## config.mk

```make
export PLATFORM = sky130hd
export DESIGN_NAME = taxi_eth_link_mon
export DESIGN_NICKNAME = d
export VERILOG_FILES = /design/src/rtl/taxi_eth_link_mon.sv
export SDC_FILE = /design/constraint.sdc
export NUM_CORES = 1
export LEC_CHECK = 0
export ABC_AREA = 1
export BUFFER_PORTS_ARGS = -buffer_cell sky130_fd_sc_hd__buf_2
export CAP_MARGIN = 0
export CORE_MARGIN = 3
export CORE_UTILIZATION = 64
export CTS_BUF_LIST = sky130_fd_sc_hd__clkbuf_8 sky130_fd_sc_hd__clkbuf_16
export CTS_CLUSTER_DIAMETER = 100
export DETAILED_ROUTE_END_ITERATION = 10
export GPL_ROUTABILITY_DRIVEN = 0
export PLACE_DENSITY = 0.9
export RECOVER_POWER = 50
export SLEW_MARGIN = 20
export SYNTH_ARGS = -nofsm -noshare
export SYNTH_HDL_FRONTEND = slang
export SYNTH_SLANG_ARGS = --single-unit
```

## constraint.sdc

```tcl
create_clock -name clk -period 4.45 [get_ports clk]
set_input_delay 0.2225 -clock clk [delete_from_list [all_inputs] [get_ports clk]]
set_output_delay 0.2225 -clock clk [all_outputs]
set_load 0.05 [all_outputs]
```

## src/rtl/taxi_eth_link_mon.sv

```systemverilog
// Multi-channel Ethernet link monitor: qualifies raw link status, counts flaps,
// stretches activity pulses and multiplexes a selectable source onto the LED bus.
module taxi_eth_link_mon #(
    parameter int CH_CNT         = 4,
    parameter int STATUS_W       = 16,
    parameter int LED_W          = 8,
    parameter int QUAL_CYCLES    = 125000,
    parameter int STRETCH_CYCLES = 6250000,
    parameter int CNT_W          = 16,
    localparam int SEL_CH_W      = (CH_CNT > 1) ? $clog2(CH_CNT) : 1,
    localparam int BYTE_CNT      = STATUS_W / LED_W,
    localparam int SEL_BYTE_W    = (BYTE_CNT > 1) ? $clog2(BYTE_CNT) : 1
) (
    input  logic                       clk,
    input  logic                       rst,
    input  logic [CH_CNT*STATUS_W-1:0] status_in,
    input  logic [CH_CNT-1:0]          link_raw,
    input  logic [CH_CNT-1:0]          act_in,
    input  logic                       clr_cnt,
    input  logic [1:0]                 sel_mode,
    input  logic [SEL_CH_W-1:0]        sel_ch,
    input  logic [SEL_BYTE_W-1:0]      sel_byte,
    input  logic [LED_W-1:0]           led_in,
    output logic [LED_W-1:0]           led,
    output logic [CH_CNT-1:0]          link_up,
    output logic [CH_CNT-1:0]          act,
    output logic [CH_CNT*CNT_W-1:0]    flap_cnt
);

    typedef enum logic [1:0] {
        MODE_USER    = 2'd0,
        MODE_STATUS  = 2'd1,
        MODE_SUMMARY = 2'd2,
        MODE_FLAP    = 2'd3
    } led_mode_e;

    localparam int QW    = $clog2(QUAL_CYCLES + 1);
    localparam int SW    = $clog2(STRETCH_CYCLES + 1);
    localparam int SUM_W = 2 * CH_CNT;

    localparam logic [QW-1:0]    Q_MAX   = QW'(QUAL_CYCLES);
    localparam logic [SW-1:0]    S_MAX   = SW'(STRETCH_CYCLES);
    localparam logic [CNT_W-1:0] CNT_MAX = '1;

    logic [QW-1:0]    r_q     [CH_CNT];
    logic [SW-1:0]    r_s     [CH_CNT];
    logic [CNT_W-1:0] r_flap  [CH_CNT];
    logic [CH_CNT-1:0] r_link_up;
    logic [CH_CNT-1:0] r_act;
    logic [LED_W-1:0]  r_led;

    logic [QW-1:0]    w_q_nxt    [CH_CNT];
    logic [SW-1:0]    w_s_nxt    [CH_CNT];
    logic [CNT_W-1:0] w_flap_nxt [CH_CNT];
    logic [CH_CNT-1:0] w_link_nxt;
    logic [CH_CNT-1:0] w_act_nxt;
    logic [CH_CNT-1:0] w_fall;
    logic [SUM_W-1:0]  w_sum;
    logic [LED_W-1:0]  w_summary;
    logic [LED_W-1:0]  w_led_nxt;

    // Per-channel next state; link_up and act are registered copies of the
    // next-state predicates so they change on the same edge as their counters.
    always_comb begin
        for (int c = 0; c < CH_CNT; c++) begin
            w_q_nxt[c] = '0;
            if (link_raw[c]) begin
                w_q_nxt[c] = (r_q[c] == Q_MAX) ? Q_MAX : r_q[c] + 1'b1;
            end
            w_link_nxt[c] = (w_q_nxt[c] == Q_MAX);
            w_fall[c]     = r_link_up[c] & ~w_link_nxt[c];

            w_s_nxt[c] = '0;
            if (act_in[c]) begin
                w_s_nxt[c] = S_MAX;
            end else if (r_s[c] != '0) begin
                w_s_nxt[c] = r_s[c] - 1'b1;
            end
            w_act_nxt[c] = (w_s_nxt[c] != '0);

            // Clear has priority over a flap arriving in the same cycle.
            w_flap_nxt[c] = r_flap[c];
            if (clr_cnt) begin
                w_flap_nxt[c] = '0;
            end else if (w_fall[c] && r_flap[c] != CNT_MAX) begin
                w_flap_nxt[c] = r_flap[c] + 1'b1;
            end
        end
    end

    assign w_sum = {r_act, r_link_up};

    generate
        if (SUM_W >= LED_W) begin : g_sum_trunc
            assign w_summary = w_sum[LED_W-1:0];
        end else begin : g_sum_pad
            assign w_summary = {{(LED_W - SUM_W){1'b0}}, w_sum};
        end
    endgenerate

    // Out-of-range channel/byte selects match no loop iteration and leave 0.
    always_comb begin
        w_led_nxt = '0;
        case (led_mode_e'(sel_mode))
            MODE_USER: w_led_nxt = led_in;
            MODE_STATUS: begin
                for (int c = 0; c < CH_CNT; c++) begin
                    for (int b = 0; b < BYTE_CNT; b++) begin
                        if (sel_ch == SEL_CH_W'(c) && sel_byte == SEL_BYTE_W'(b)) begin
                            w_led_nxt = status_in[c*STATUS_W + b*LED_W +: LED_W];
                        end
                    end
                end
            end
            MODE_SUMMARY: w_led_nxt = w_summary;
            MODE_FLAP: begin
                for (int c = 0; c < CH_CNT; c++) begin
                    if (sel_ch == SEL_CH_W'(c)) begin
                        w_led_nxt = r_flap[c][LED_W-1:0];
                    end
                end
            end
            default: w_led_nxt = '0;
        endcase
    end

    // NOTE: state registers use non-blocking assignments so every channel
    // samples the same pre-edge values; the small counter arrays are reset
    // explicitly because mid-operation reset must discard in-progress state.
    always_ff @(posedge clk) begin
        if (rst) begin
            r_link_up <= '0;
            r_act     <= '0;
            r_led     <= '0;
            for (int c = 0; c < CH_CNT; c++) begin
                r_q[c]    <= '0;
                r_s[c]    <= '0;
                r_flap[c] <= '0;
            end
        end else begin
            r_link_up <= w_link_nxt;
            r_act     <= w_act_nxt;
            r_led     <= w_led_nxt;
            for (int c = 0; c < CH_CNT; c++) begin
                r_q[c]    <= w_q_nxt[c];
                r_s[c]    <= w_s_nxt[c];
                r_flap[c] <= w_flap_nxt[c];
            end
        end
    end

    generate
        for (genvar c = 0; c < CH_CNT; c++) begin : g_flap_out
            assign flap_cnt[c*CNT_W +: CNT_W] = r_flap[c];
        end
    endgenerate

    assign led     = r_led;
    assign link_up = r_link_up;
    assign act     = r_act;

endmodule
```

After elaboration in Yosys (flattened, before gate mapping)
Memory sizes are Yosys's and may differ from the RTL's.
Index checks and enable logic that the tools add are counted.
{"block": "classes", "n_addsub": 12, "n_eq_ne": 18, "muxes": 52, "bitwise": 21, "reduce_logical": 22}
{"op": "2-to-1 mux 23 bit", "count": 12}
{"op": "2-to-1 mux 17 bit", "count": 12}
{"op": "2-to-1 mux 16 bit", "count": 12}
{"op": "nonzero test 23 bit", "count": 8}
{"op": "equality test 17 bit, second input constant", "count": 8}
{"op": "2-to-1 mux 8 bit", "count": 12}
{"op": "subtractor 23 x 1 -> 23 bit, second input constant", "count": 4}
{"op": "adder 17 x 1 -> 17 bit, second input constant", "count": 4}
{"op": "adder 16 x 1 -> 16 bit, second input constant", "count": 4}
{"op": "!= test 16 bit, second input constant", "count": 4}
{"op": "case mux 8 bit (4 select lines)", "count": 1}
{"op": "logical AND 1 bit", "count": 12}
{"op": "OR 1 bit", "count": 12}
{"op": "equality test 2 bit, second input constant", "count": 4}
{"op": "inverter 1 bit", "count": 5}
{"op": "AND 1 bit", "count": 4}
{"op": "equality test 2 x 1 -> 1 bit, second input constant", "count": 2}
{"op": "zero test 2 bit", "count": 2}
{"op": "2-to-1 mux 1 bit", "count": 3}
{"block": "word_totals", "register_bits": 16, "mem_bits_rw": 224, "inputBits": 88, "output_inout_bits": 80, "word_cells": 131, "n_memories": 3}
{"memory": "r_s", "depth": 4, "word_bits": 23, "read_ports": 4, "rd_clocked_by_memory_dff": 0, "write_ports": 4, "line_no": "46", "rtl": "logic [SW-1:0] r_s [CH_CNT];"}
{"memory": "r_q", "depth": 4, "word_bits": 17, "read_ports": 4, "rd_clocked_by_memory_dff": 0, "write_ports": 4, "line_no": "45", "rtl": "logic [QW-1:0] r_q [CH_CNT];"}
{"memory": "r_flap", "depth": 4, "word_bits": 16, "read_ports": 4, "rd_clocked_by_memory_dff": 0, "write_ports": 4, "line_no": "47", "rtl": "logic [CNT_W-1:0] r_flap [CH_CNT];"}

Logic depth before layout (Yosys ltp)
{"block": "logic_depth", "ltp_word": 11, "ltp_mapped": 16}

Least setup slack after synthesis
Ideal clock, no wire load.
{"block": "synth_timing", "path_kind": "reg-to-reg", "start": "memory r_flap[1][0]", "end": "memory r_flap[1][0]", "setup_ps": 117, "arrival_ps": 2296, "t_required_ps": 4333, "path_slack_ps": 2037, "path_stages_with_launch": 13, "period_less_slack_ps": 2413, "cell_sequence": "dfxtp_1 ha_1 nand2_1 nor2_4 nand3_2 nand3b_1 nor2_2 nand3b_1 nand2_1 inv_2 buf_2 a21oi_1 nor2_1"}
{"element": "start: declaration", "line_no": "47"}

==> impl_results.md <==
* R2r worst-path depth at 13
* CP endpoint kind: register
* I/O Pins at approximately 170
* Pwr dens at about 320 nW/um2
* Post-synth top area share at 0.324
* Avg WL per Cell at 15.3 um
* Remaining DRCs at 0
* Data arrival, critical path at between 3 and 4 ns
* Hold Crit Class: in2reg
* Yosys warns at 0
* CTS HTree Levels at 1
* Part of the cycle the worst path needs at 0.604
* PostCTS Resize Cnt at 0
* Clk buf depth at 3
* Post-CTS Setup Bufs at 0
* Most frequent cell after synthesis: nand2_1
* Vias in the first global route at roughly 15000
* Pin count of the biggest net entering global routing at 95
* Overall routed net length at 42.0 mm
* Total Power at 5.29 mW
* Initial antenna violation count at 2
* Leak pwr at between 6 and 7 nW
* Synth Net Count at around 2400
* Number of synthesized flops with an enable pin at 0
* RSZ-0062 raised after global routing: no
* Crit path to: act[0]$_SDFF_PP0_
* R2r endpoint: act[0]$_SDFF_PP0_
* Port bufs at about 170
* Clk_lat worst skew at roughly 0.55 ns
* Top cells by area, synth: dfxtp_1 32%, nand2_1 13%, nor2_1 10%, nand3_1 7.6%, inv_1 5.4%
* Worst-margin pin slew at around 1.9 ns
* Placement Cell Area at 15800 um2
* Site Rows at between 50 and 60
* Post-synthesis cell type count at between 40 and 50
* CTS tree: yes
* Final setup violation count at 0
* Critical path startpoint category: register
* RR Startpoint: r_s[0][0]$_SDFF_PP0_
* DIE AREA at between 20000 and 30000 um2
* Die height at around 160 um
* Final ANT Viol Nets at 0
* First-pass GRT wire length at roughly 68 mm
* CP Class: reg2reg
* Nets@finish at around 2600
* Synthesized area per cell at ~6.5 um2
* VDD IR-drop max at about 0.00037 V
* Status: complete, but fails checks
* Leading area contributor after synthesis: dfxtp_1
* Filler cell count at between 1500 and 2000
* Worst-path fanout max at 7
* Post-Syn Instances at around 2300
* Final Hold Viols at 0
* Initial DRC Count at 1740
* Fraction of layout cells with a size suffix above 1 at 0.0997
* Fmax at about 370 MHz
* Root buffer cell: clkbuf_16
* Via count at 16200
* Flops & latches, synth at 240
* Worst Setup SP: r_s[0][0]$_SDFF_PP0_
* GRT Total Usage at 0.319
* Max transition margin at -0.266
* Register area share after synthesis at 0.324
* Mapped cell area at 14800 um2
* Skew final at approximately 0.023 ns
* CP required at 4.80 ns
* Final TNS setup at 0 ns
* Failing checks: max-capacitance violations, max-slew violations
* Synthesis-to-finish area growth at 12.1%
* Final Slew Violations at 95
* Synth Flop Type: dfxtp_1
* Post-synth top cells: 498 x nand2_1, 400 x nor2_1, 240 x dfxtp_1
* Crit path time final at 2.69 ns
* Async S/R FF share, synth at 0
* Initial Util at 0.654
* Worst-path clk slew at 0.06 ns
* Die width at about 160 um
* Max Cap Violations at 1
* GRT overflow at 0
* Final HPWL DP at between 30 and 40 mm
* R2R Setup Slk at 1.76 ns
* DR pass1 iterations at 6
* Final instance area at 16600 um2
* Avg Vias per Cell at 5.88
* Post-CTS Hold Fix Bufs at 9
* CORE AREA at 22700 um2
* Num CTS Buffers at 27
* Sink Count at 240
-- worst max-delay path: stages, from the launching register on --
cell and delay, ns:
dfxtp_1 0.31, inv_1 0.13, ha_1 0.31, nand2_1 0.12
nor2_1 0.53, nand3_1 0.16, nor2_1 0.15, nand3_1 0.08
nand3_1 0.10, nand2_1 0.06, nor3_1 0.23, nand2_1 0.12
nor2_1 0.15, nor2_1 0.05
-- worst min-delay path by stage --
stage	slack, ns	endpoint	start	cells after the start
after global placement	0.41	r_s[0][0]$_SDFF_PP0_	r_s[0][0]$_SDFF_PP0_	1
after CTS	0.0008	led[5]$_SDFF_PP0_	led_in[5]	3
after floorplan	0.30	r_s[2][5]$_SDFF_PP0_	act_in[2]	1
after detailed placement	0.42	r_s[0][0]$_SDFF_PP0_	r_s[0][0]$_SDFF_PP0_	1
after global routing	0.05	led[3]$_SDFF_PP0_	led_in[3]	3
final	0.02	led[5]$_SDFF_PP0_	led_in[5]	3
-- metrics by stage --
stage / hold WS [ns] / setup slack [ns] / utilization / std cells
after floorplan: 0.301 / 2.04 / - / 2296
after global routing: 0.0486 / 1.57 / 0.733 / 2754
after detailed placement: 0.418 / 1.93 / 0.695 / 2694
after global placement: 0.410 / 2.07 / 0.695 / 2694
after CTS: 0.000830 / 1.92 / 0.739 / 2753
final: 0.0235 / 1.76 / 0.733 / 2755
-- cell usage in the layout, fill, tap and decap left out, drive strengths merged --
cell type,n
nand2,529
nand4,93
o22ai,13
nor3,70
and2,6
xnor2,31
nand3b,15
o21ai,55
bufinv,2
nor4,7
o221ai,12
and3,1
clkbuf,113
o211ai,4
nor3b,2
a221oi,2
dfxtp,240
dlygate4sd3,9
clkinv,16
a31oi,13
o21bai,8
diode,2
a31o,1
a22oi,1
a21o,5
a41oi,1
buf,88
xor2,72
clkinvlp,2
nand3,233
a21oi,131
nor2,432
inv,232
ha,20
or2,9
-- metal layers --
metal  GRT usage  share of wire  vias to the layer above  routed length [um]
met2       0.520           0.46                      817               19500
met5           0              0                        -                   0
met3      0.0571          0.087                      163                3680
li1            -              -                     7840                   -
met1       0.419           0.41                     7366               17100
met4       0.135          0.042                        0                1770
-- final cells by class --
type                       count  area, um2  area share
timing repair buffer         178        841      0.0505
tap                          285        357      0.0214
clock buffer                  32        744      0.0447
inverter                     234        880      0.0528
antenna                        2       5.00    0.000301
multi-input combinational   1766       8860       0.532
clock inverter                18        156     0.00939
sequential                   240       4800       0.289
-- cells by family after synthesis --
| kind of cell | synth area share |
|---|---|
| AO/OA/AOI/OAI | 0.0972 |
| XOR/XNOR | 0.0613 |
| adder cells (fa/ha/maj) | 0.0169 |
| buffers and inverters | 0.0774 |
| flip-flops | 0.324 |
| AND/OR/NAND/NOR | 0.424 |
-- where the power goes --
group          internal [mW]  switching, mW  total (mW)
sequential              2.22         0.0685        2.29
clock                   1.31          0.908        2.22
combinational          0.254          0.526       0.781
total                   3.79           1.50        5.29
-- registers in the layout, indices dropped and copies added, names as in the netlist --
register and cells:
led 8, r_flap 64, link_up 4, act 4, r_s 92, r_q 68
Note: power is estimated with default switching activity, not from simulation.
